File: src/rtl/mem_ctrl_pkg.sv
// rtl/mem_ctrl_pkg.sv - shared encodings and helpers for the byte-wide memory controller
package mem_ctrl_pkg;

    typedef logic [7:0] byte_t;

    localparam logic [1:0] WIDTH_BYTE = 2'b00;
    localparam logic [1:0] WIDTH_HALF = 2'b01;
    localparam logic [1:0] WIDTH_WORD = 2'b10;

    localparam logic [1:0] ST_IDLE     = 2'd0;
    localparam logic [1:0] ST_MEM_RD   = 2'd1;
    localparam logic [1:0] ST_MEM_WR   = 2'd2;
    localparam logic [1:0] ST_MEM_DONE = 2'd3;

    // Width code 11 is a word access.
    function automatic logic [2:0] bytes_for_width(input logic [1:0] width);
        case (width)
            WIDTH_BYTE: return 3'd1;
            WIDTH_HALF: return 3'd2;
            WIDTH_WORD: return 3'd4;
            default:    return 3'd4;
        endcase
    endfunction

endpackage

File: src/rtl/mem_ctrl_byte_lane.sv
// rtl/mem_ctrl_byte_lane.sv - store byte select, load byte insert and sign/zero fill
module mem_ctrl_byte_lane
    import mem_ctrl_pkg::*;
(
    input  logic [1:0]  idx,
    input  logic [1:0]  width,
    input  logic        sext,
    input  logic [31:0] wdata,
    input  logic [31:0] acc,
    input  byte_t       din,
    output byte_t       wbyte,
    output logic [31:0] acc_next,
    output logic [31:0] filled
);

    always_comb begin
        wbyte    = wdata[8*idx +: 8];
        acc_next = acc;
        acc_next[8*idx +: 8] = din;
        case (width)
            WIDTH_BYTE: filled = {{24{sext & acc_next[7]}}, acc_next[7:0]};
            WIDTH_HALF: filled = {{16{sext & acc_next[15]}}, acc_next[15:0]};
            default:    filled = acc_next;
        endcase
    end

endmodule

File: src/rtl/mem_ctrl.sv
// rtl/mem_ctrl.sv - byte-wide RAM port owner arbitrating IF fetches and MEM byte bursts
module mem_ctrl
    import mem_ctrl_pkg::*;
#(
    parameter int ADDR_W = 32
) (
    input  logic              clk,
    input  logic              rst,
    input  logic              if_req_i,
    input  logic [ADDR_W-1:0] if_addr_i,
    output logic [7:0]        if_byte_o,
    output logic              if_busy_o,
    input  logic              mem_req_i,
    input  logic              mem_we_i,
    input  logic [1:0]        mem_width_i,
    input  logic              mem_sext_i,
    input  logic [ADDR_W-1:0] mem_addr_i,
    input  logic [31:0]       mem_wdata_i,
    output logic [31:0]       mem_rdata_o,
    output logic              mem_done_o,
    output logic              stall_req_o,
    output logic [ADDR_W-1:0] ram_a_o,
    output logic              ram_wr_o,
    output logic [7:0]        ram_dout_o,
    input  logic [7:0]        ram_din_i
);

    logic [1:0]        state;
    logic [2:0]        k;
    logic [2:0]        n_bytes;
    logic [ADDR_W-1:0] addr_q;
    logic [1:0]        width_q;
    logic              sext_q;
    logic [31:0]       wdata_q;
    logic [31:0]       acc_q;
    logic [31:0]       rdata_q;
    logic [1:0]        lane_idx;
    byte_t             lane_wbyte;
    logic [31:0]       acc_next;
    logic [31:0]       filled;

    // IF reads are side-effect free, so the request qualifier is not needed.
    logic unused_if_req;
    assign unused_if_req = if_req_i;

    assign n_bytes = bytes_for_width(width_q);
    // Load bytes land one cycle after their address, so the insert lane trails k.
    assign lane_idx = (state == ST_MEM_RD) ? 2'(k - 3'd1) : k[1:0];

    mem_ctrl_byte_lane u_lane (
        .idx      (lane_idx),
        .width    (width_q),
        .sext     (sext_q),
        .wdata    (wdata_q),
        .acc      (acc_q),
        .din      (ram_din_i),
        .wbyte    (lane_wbyte),
        .acc_next (acc_next),
        .filled   (filled)
    );

    assign if_byte_o   = ram_din_i;
    assign if_busy_o   = mem_req_i | (state != ST_IDLE);
    assign mem_done_o  = (state == ST_MEM_DONE);
    assign stall_req_o = (mem_req_i & ~mem_done_o) | (state != ST_IDLE);
    assign mem_rdata_o = rdata_q;

    always_comb begin
        ram_a_o    = if_addr_i;
        ram_wr_o   = 1'b0;
        ram_dout_o = 8'h00;
        case (state)
            ST_MEM_RD: ram_a_o = addr_q + ADDR_W'(k);
            ST_MEM_WR: begin
                ram_a_o    = addr_q + ADDR_W'(k);
                ram_wr_o   = 1'b1;
                ram_dout_o = lane_wbyte;
            end
            ST_MEM_DONE: ram_a_o = addr_q;
            default: ;
        endcase
    end

    always_ff @(posedge clk) begin
        if (rst) begin
            state   <= ST_IDLE;
            k       <= 3'd0;
            addr_q  <= '0;
            width_q <= WIDTH_BYTE;
            sext_q  <= 1'b0;
            wdata_q <= 32'h0;
            acc_q   <= 32'h0;
            rdata_q <= 32'h0;
        end else begin
            case (state)
                ST_IDLE: begin
                    if (mem_req_i) begin
                        addr_q  <= mem_addr_i;
                        width_q <= mem_width_i;
                        sext_q  <= mem_sext_i & ~mem_we_i;
                        wdata_q <= mem_wdata_i;
                        k       <= 3'd0;
                        acc_q   <= 32'h0;
                        state   <= mem_we_i ? ST_MEM_WR : ST_MEM_RD;
                    end
                end
                ST_MEM_RD: begin
                    if (k != 3'd0) acc_q <= acc_next;
                    if (k == n_bytes) begin
                        rdata_q <= filled;
                        state   <= ST_MEM_DONE;
                    end else begin
                        k <= k + 3'd1;
                    end
                end
                ST_MEM_WR: begin
                    if (k == n_bytes - 3'd1) state <= ST_MEM_DONE;
                    else                     k     <= k + 3'd1;
                end
                default: state <= ST_IDLE;
            endcase
        end
    end

endmodule

File: config.mk
export PLATFORM = sky130hd
export DESIGN_NAME = mem_ctrl
export DESIGN_NICKNAME = d
export VERILOG_FILES = /design/src/rtl/mem_ctrl_pkg.sv /design/src/rtl/mem_ctrl_byte_lane.sv /design/src/rtl/mem_ctrl.sv
export SDC_FILE = /design/constraint.sdc
export NUM_CORES = 1
export LEC_CHECK = 0
export CAP_MARGIN = 20
export CORE_MARGIN = 4
export CORE_UTILIZATION = 45
export CTS_CLUSTER_SIZE = 16
export DETAILED_ROUTE_END_ITERATION = 8
export GPL_TIMING_DRIVEN = 0
export PLACE_DENSITY = 0.75
export SYNTH_ARGS = -nofsm -noshare
export SYNTH_HDL_FRONTEND = slang
export SYNTH_SLANG_ARGS = --single-unit
File: constraint.sdc
create_clock -name clk -period 8.5 [get_ports clk]
set_input_delay 0.85 -clock clk [delete_from_list [all_inputs] [get_ports clk]]
set_output_delay 0.85 -clock clk [all_outputs]
set_load 0.02 [all_outputs]
After elaboration in Yosys (flattened, before gate mapping)
Index checks and enable logic that the tools add are counted.
- multiplexer cells: 19
- $mul: 0
- divide/modulo/power cells: 0
- bitwise operators: 8
- reductions and logical operators: 12
- add/subtract/negate cells: 5
- magnitude comparators: 0
- shift-type cells: 3
- eq/ne operators: 12
- operators by type and width (cell ; number):
    case mux 32 bit (2 select lines) ; 3
    2-to-1 mux 32 bit ; 2
    negation 5 -> 34 bit ; 1
    variable shift 8 x 34 -> 32 bit (first input constant) ; 1
    variable part select 8 x 34 -> 32 bit ; 1
    adder 32 x 3 -> 32 bit ; 1
    bitwise mux 32 bit ; 1
    variable part select 32 x 6 -> 8 bit ; 1
    2-to-1 mux 2 bit ; 5
    2-to-1 mux 3 bit ; 3
    case mux 3 bit (3 select lines) ; 1
    2-to-1 mux 8 bit ; 1
    inequality test 2 bit (second input constant) ; 4
    equality test 3 bit ; 2
    case mux 2 bit (3 select lines) ; 1
    case mux 3 bit (2 select lines) ; 1
    AND reduction 3 bit ; 2
    nonzero test 3 bit ; 2
    bitwise AND 1 bit ; 4
    equality test 2 x 1 -> 1 bit (second input constant) ; 2
    equality test 2 bit (second input constant) ; 2
    zero test 2 bit ; 2
    inequality test 2 x 1 -> 1 bit (second input constant) ; 2
    AND reduction 2 bit ; 2
    other kinds (9) ; 12
- input bits: 112
- output and inout port bits: 84
- memory bits (writable): 0
- memories: 0
- flip-flop bits (word level): 136
- ROM bits: 0
- bits in latches: 0

Depth between registers and ports, before layout
Gate-level depths: netlist of the first run.
- word-level depth: 7
- gate-level depth with buffers: 15

Cells and area by module
Synthesis of the first run repeated with hierarchy kept, for this count alone.
- cell total of the unflattened synthesis: 1032
- area total of the unflattened synthesis: 7866.3 µm²
- modules (own cells, without submodules) (module ; area each (µm²) ; instances ; cells each ; seq. area each (µm²)):
    mem_ctrl ; 6705.2 ; 1 ; 872 ; 2722.6
    mem_ctrl_byte_lane ; 1161.1 ; 1 ; 160 ; 0.0

Worst setup path before layout of the first run
No wires, ideal clock.
- path type: reg2out
- start point: register k[1]
- end point: output ram_a_o[14]
- slack: 5.328 ns
- cell stages (with the launch flop): 6
- path buffers: 0
- arrival: 2.322 ns
- data required time: 7.650 ns
- cells stage by stage: dfxtp_1 -> fa_1 -> a21oi_1 -> nor4_1 -> a311oi_1 -> a311oi_1
- word-level cells in the longest chain between the ends: 2
- RTL lines (element ; RTL line ; RTL):
    start, declared ; mem_ctrl.sv:29 ; logic [2:0] k;
    start signal, assigned ; mem_ctrl.sv:113 ; k <= k + 3'd1;
    start signal, assigned ; mem_ctrl.sv:118 ; else k <= k + 3'd1;
    adder 32 x 3 -> 32 bit ; mem_ctrl.sv:73, mem_ctrl.sv:75 ;
    case mux 32 bit (2 select lines) ; mem_ctrl.sv:72 ; case (state)
    end, declared ; mem_ctrl.sv:22 ; output logic [ADDR_W-1:0] ram_a_o,
Every way passes these cells.

Final worst setup path of the first run
- start point: register k[2]
- end point: output ram_a_o[31]
Same word-level chain as after synthesis.

==> results of run 1 <==
cell families (layout without fill, tap and decap cells):
group,Yosys count,after routing,synth area share
AO/OA/AOI/OAI,246,246,0.225
flip-flops,136,136,0.369
adder cells (fa/ha/maj),14,14,0.0247
AND/OR/NAND/NOR,406,406,0.256
multiplexers,17,17,0.0386
XOR/XNOR,19,19,0.0225
buffers and inverters,111,336,0.0651
worst min-delay path: cells and delay by family (launching register included):
kind | cells | cell delay [ns]
DFF | 1 | 0.31
AOI/OAI and AO/OA | 1 | 0.05
and+or+nand+nor | 1 | 0.05
worst max path at each step:
stage               slack [ns]  depth (start not counted)     start     endpoint
CTS                       3.96                          6      k[1]  ram_a_o[12]
global route              3.97                          8  state[0]   ram_a_o[3]
detailed placement        4.39                          6      k[1]  ram_a_o[12]
finish                    4.22                          7      k[2]  ram_a_o[31]
floorplan                 5.33                          5      k[1]  ram_a_o[14]
global placement          4.41                          6      k[1]  ram_a_o[12]
state kept, by name, indices dropped and copies added, names as in the netlist:
name         cells
mem_rdata_o     32
state            2
sext_q           1
width_q          2
acc_q           32
wdata_q         32
addr_q          32
k                3
final cells by class:
type | count | area (um2)
Timing Repair Buffer | 194 | 1940
Multi-Input combinational cell | 702 | 4180
Buffer | 81 | 368
Fill cell | 1487 | 5730
Clock inverter | 11 | 216
Sequential cell | 136 | 2720
Tap cell | 216 | 270
Clock buffer | 20 | 467
Inverter | 30 | 113
cell usage after synthesis, drive strengths merged, types with 2 or more instances:
master,n,area (um2)
mux2,9,105
or4,3,26.3
a31oi,11,68.8
or3,2,12.5
nor4,8,86.3
a311oi,19,166
inv,29,109
nand2b,11,68.8
buf,27,164
nor2b,11,68.8
o21a,2,15.0
nand3,15,80.1
clkbuf,54,204
a221oi,2,17.5
and3,22,138
o221ai,14,129
nor2,74,278
dfxtp,136,2720
a22oi,18,149
nor3,11,55.1
o21ai,28,140
a21oi,93,477
or2,2,12.5
a2bb2oi,3,26.3
xor2,14,123
xnor2,5,43.8
a211oi,11,97.6
nand3b,3,22.5
o31ai,6,45.0
ha,13,163
a22o,7,61.3
o31a,3,26.3
nand2,211,792
mux4,8,180
and2,11,68.8
a41oi,10,87.6
o22ai,10,62.6
nand4,14,100
power groups by stage:
stage                     combinational, mW  clock (mW)  sequential [mW]
after CTS                              1.48       0.867            0.771
final                                  1.49       0.862            0.772
after detailed placement               1.47           0            0.784
after global placement                 1.47           0            0.781
after floorplan                       0.921           0            0.783
after global routing                   1.61       0.896            0.782
routing by layer:
layer,GRT usage,up-vias,wire (um)
met5,0,-,0
met4,0.102,0,763
met3,0.0674,59,2060
met2,0.440,372,11600
met1,0.320,3561,9740
li1,-,3785,-
==> results.md, run 1 <==
* Yosys warns at 0
* Synth async-reset ratio at 0
* Worst-skew pair later-pin latency at 0.43 ns
* Worst setup margin at 4.22 ns
* WHS Path Cells at 2
* Top FF cell, synth: dfxtp_1
* Initial antenna violation count at 0
* Status: finished, final reports clean
* Total gr overflow at 0
* TritonCTS clock tree: built
* Post-layout min period at 4.28 ns
* First-pass GRT wire length at 38.1 mm
* Critical path buffer and inverter count at 1
* Fraction of layout cells with a size suffix above 1 at 0.0767
* WHS at 0.448 ns
* Post-DP HPWL at 18.1 mm
* NetSw at 1.27 mW
* DR vias at 7777
* Seq/Total Area, Yosys at 0.369
* Final Max Slew Viols at 0
* CP dominant cell by count: nand3_1
* # clock sinks at 136
* Vias in the first global route at 7470
* Post-CTS sizing at 0
* Largest net degree at the start of global routing at 17
* Skew final at 0.00801 ns
* CTS Buffer Depth at 2
* Slowest cell on crit path: clkdlybuf4s50_1
* Hold Buf Count CTS at 0
* Buffers on Ports at 193
* Clock share of power at 0.276
* Crit start category: register
* Cts bufs inserted at 17
* Worst Path Max Fanout at 8
* Placed cell count at 1358
* Flip-flop and latch count after synthesis at 136
* Crit. End Element: output pin
* Final setup violation count at 0
* Final period util at 0.504
* CP arrival at 3.43 ns
* DIE WIDTH at 136 um
* Crit path max-delay family: compound AO/OA/AOI/OAI gates
* Place WS at 4.39 ns
* Leakage at 3.74 nW
* MaxCap Viol Count at 0
* Logic pwr share at 0.477
* Cell area after layout at 10300 um2
* Row count at 46
* Fin cells at 1390
* Clock tree root buffer cell: clkbuf_16
* Sequential share of power at 0.247
* Total Power at 3.12 mW
* Initial Util at 0.461
* H-tree depth at 4
* RSZ-0062 raised after global routing: false
* Min-delay src: acc_q[16]
* Int Power at 1.85 mW
* Mean Syn Cell Area at 7.78 um2
* GP Congestion at 0.899
* Vias per inst at 5.59
* Post-route DRC at 0
* Worst EP required at 7.65 ns
* Tot GR Track Use at 0.261
* Placed instance area at 9580 um2
* Setup bufs post-CTS at 0
* Flop2flop setup slack at 4.58 ns
* Critical path class: register to output pin
* Clk pin slew, worst setup/hold paths at 0.06 ns
* Core Footprint at 16000 um2
* Cell area after synthesis at 7380 um2
* Syn Nets at 1075
* Peak per-stage delay on the critical path at 0.68 ns
* Most frequent cells in the layout: 211 x nand2_1, 193 x clkdlybuf4s50_1, 136 x dfxtp_1
* Layout Utilization at 0.642
* Die footprint at 18500 um2
* Diodes inserted at 0
* Final net count at 1288
* Hold EP: acc_q[16]
* Origin of the critical flop-to-flop path: k[1]
* Cell Chain, Critical Path: ha_1 -> nand3_1 -> a211oi_2 -> nand3_1 -> o31a_1 -> o221ai_1 -> clkdlybuf4s50_1
* Max-slew headroom at 0.521
* Final TNS setup at 0 ns
* Hold Crit Class: register to register
* DRT antenna net count at 0
* Tightest Pin Transition at 0.713 ns
* Routed WL per cell at 17.4 um
* Cells on worst reg2reg path at 12
* Cell Pwr Density at 304 nW/um2
* I/O pin cnt at 196
* Number of flops mapped to enable cells by yosys at 0
* Peak supply drop at 227 uV
* Detailed Route WL at 24.1 mm
* Fmax at 233 MHz
* Initial drt markers at 636
* Most common cell after layout, fill and taps aside: nand2_1
* Synth Instances at 949
* Switching Share at 0.407
* Chip height at 136 um
* Area growth syn-to-layout at 39.2%
* Count of cell types in the netlist at 75
* Hold Vio Cnt, Final at 0
* FF-to-FF End: mem_rdata_o[30]
* DR pass1 iterations at 6
No activity file was read; power rests on OpenSTA's default activity.
==> run 2, diff against run 1 <==
- clock period: 8.5 -> 4.3 ns (I/O delays scaled with it)
==> results of run 2 <==
Same layout as run 1 (identical final DEF). Status: finished, final reports clean.
Among the figures that moved: setup slack after placement 4.39 ns -> 0.405 ns; setup slack after layout 4.22 ns -> 0.384 ns; start point of the critical path k[2] -> k[1]; end point of the critical path ram_a_o[31] -> mem_rdata_o[30]; register-to-register setup slack 4.58 ns -> 0.38 ns; total power 3.12 mW -> 6.17 mW; worst IR drop on VDD 227 uV -> 448 uV
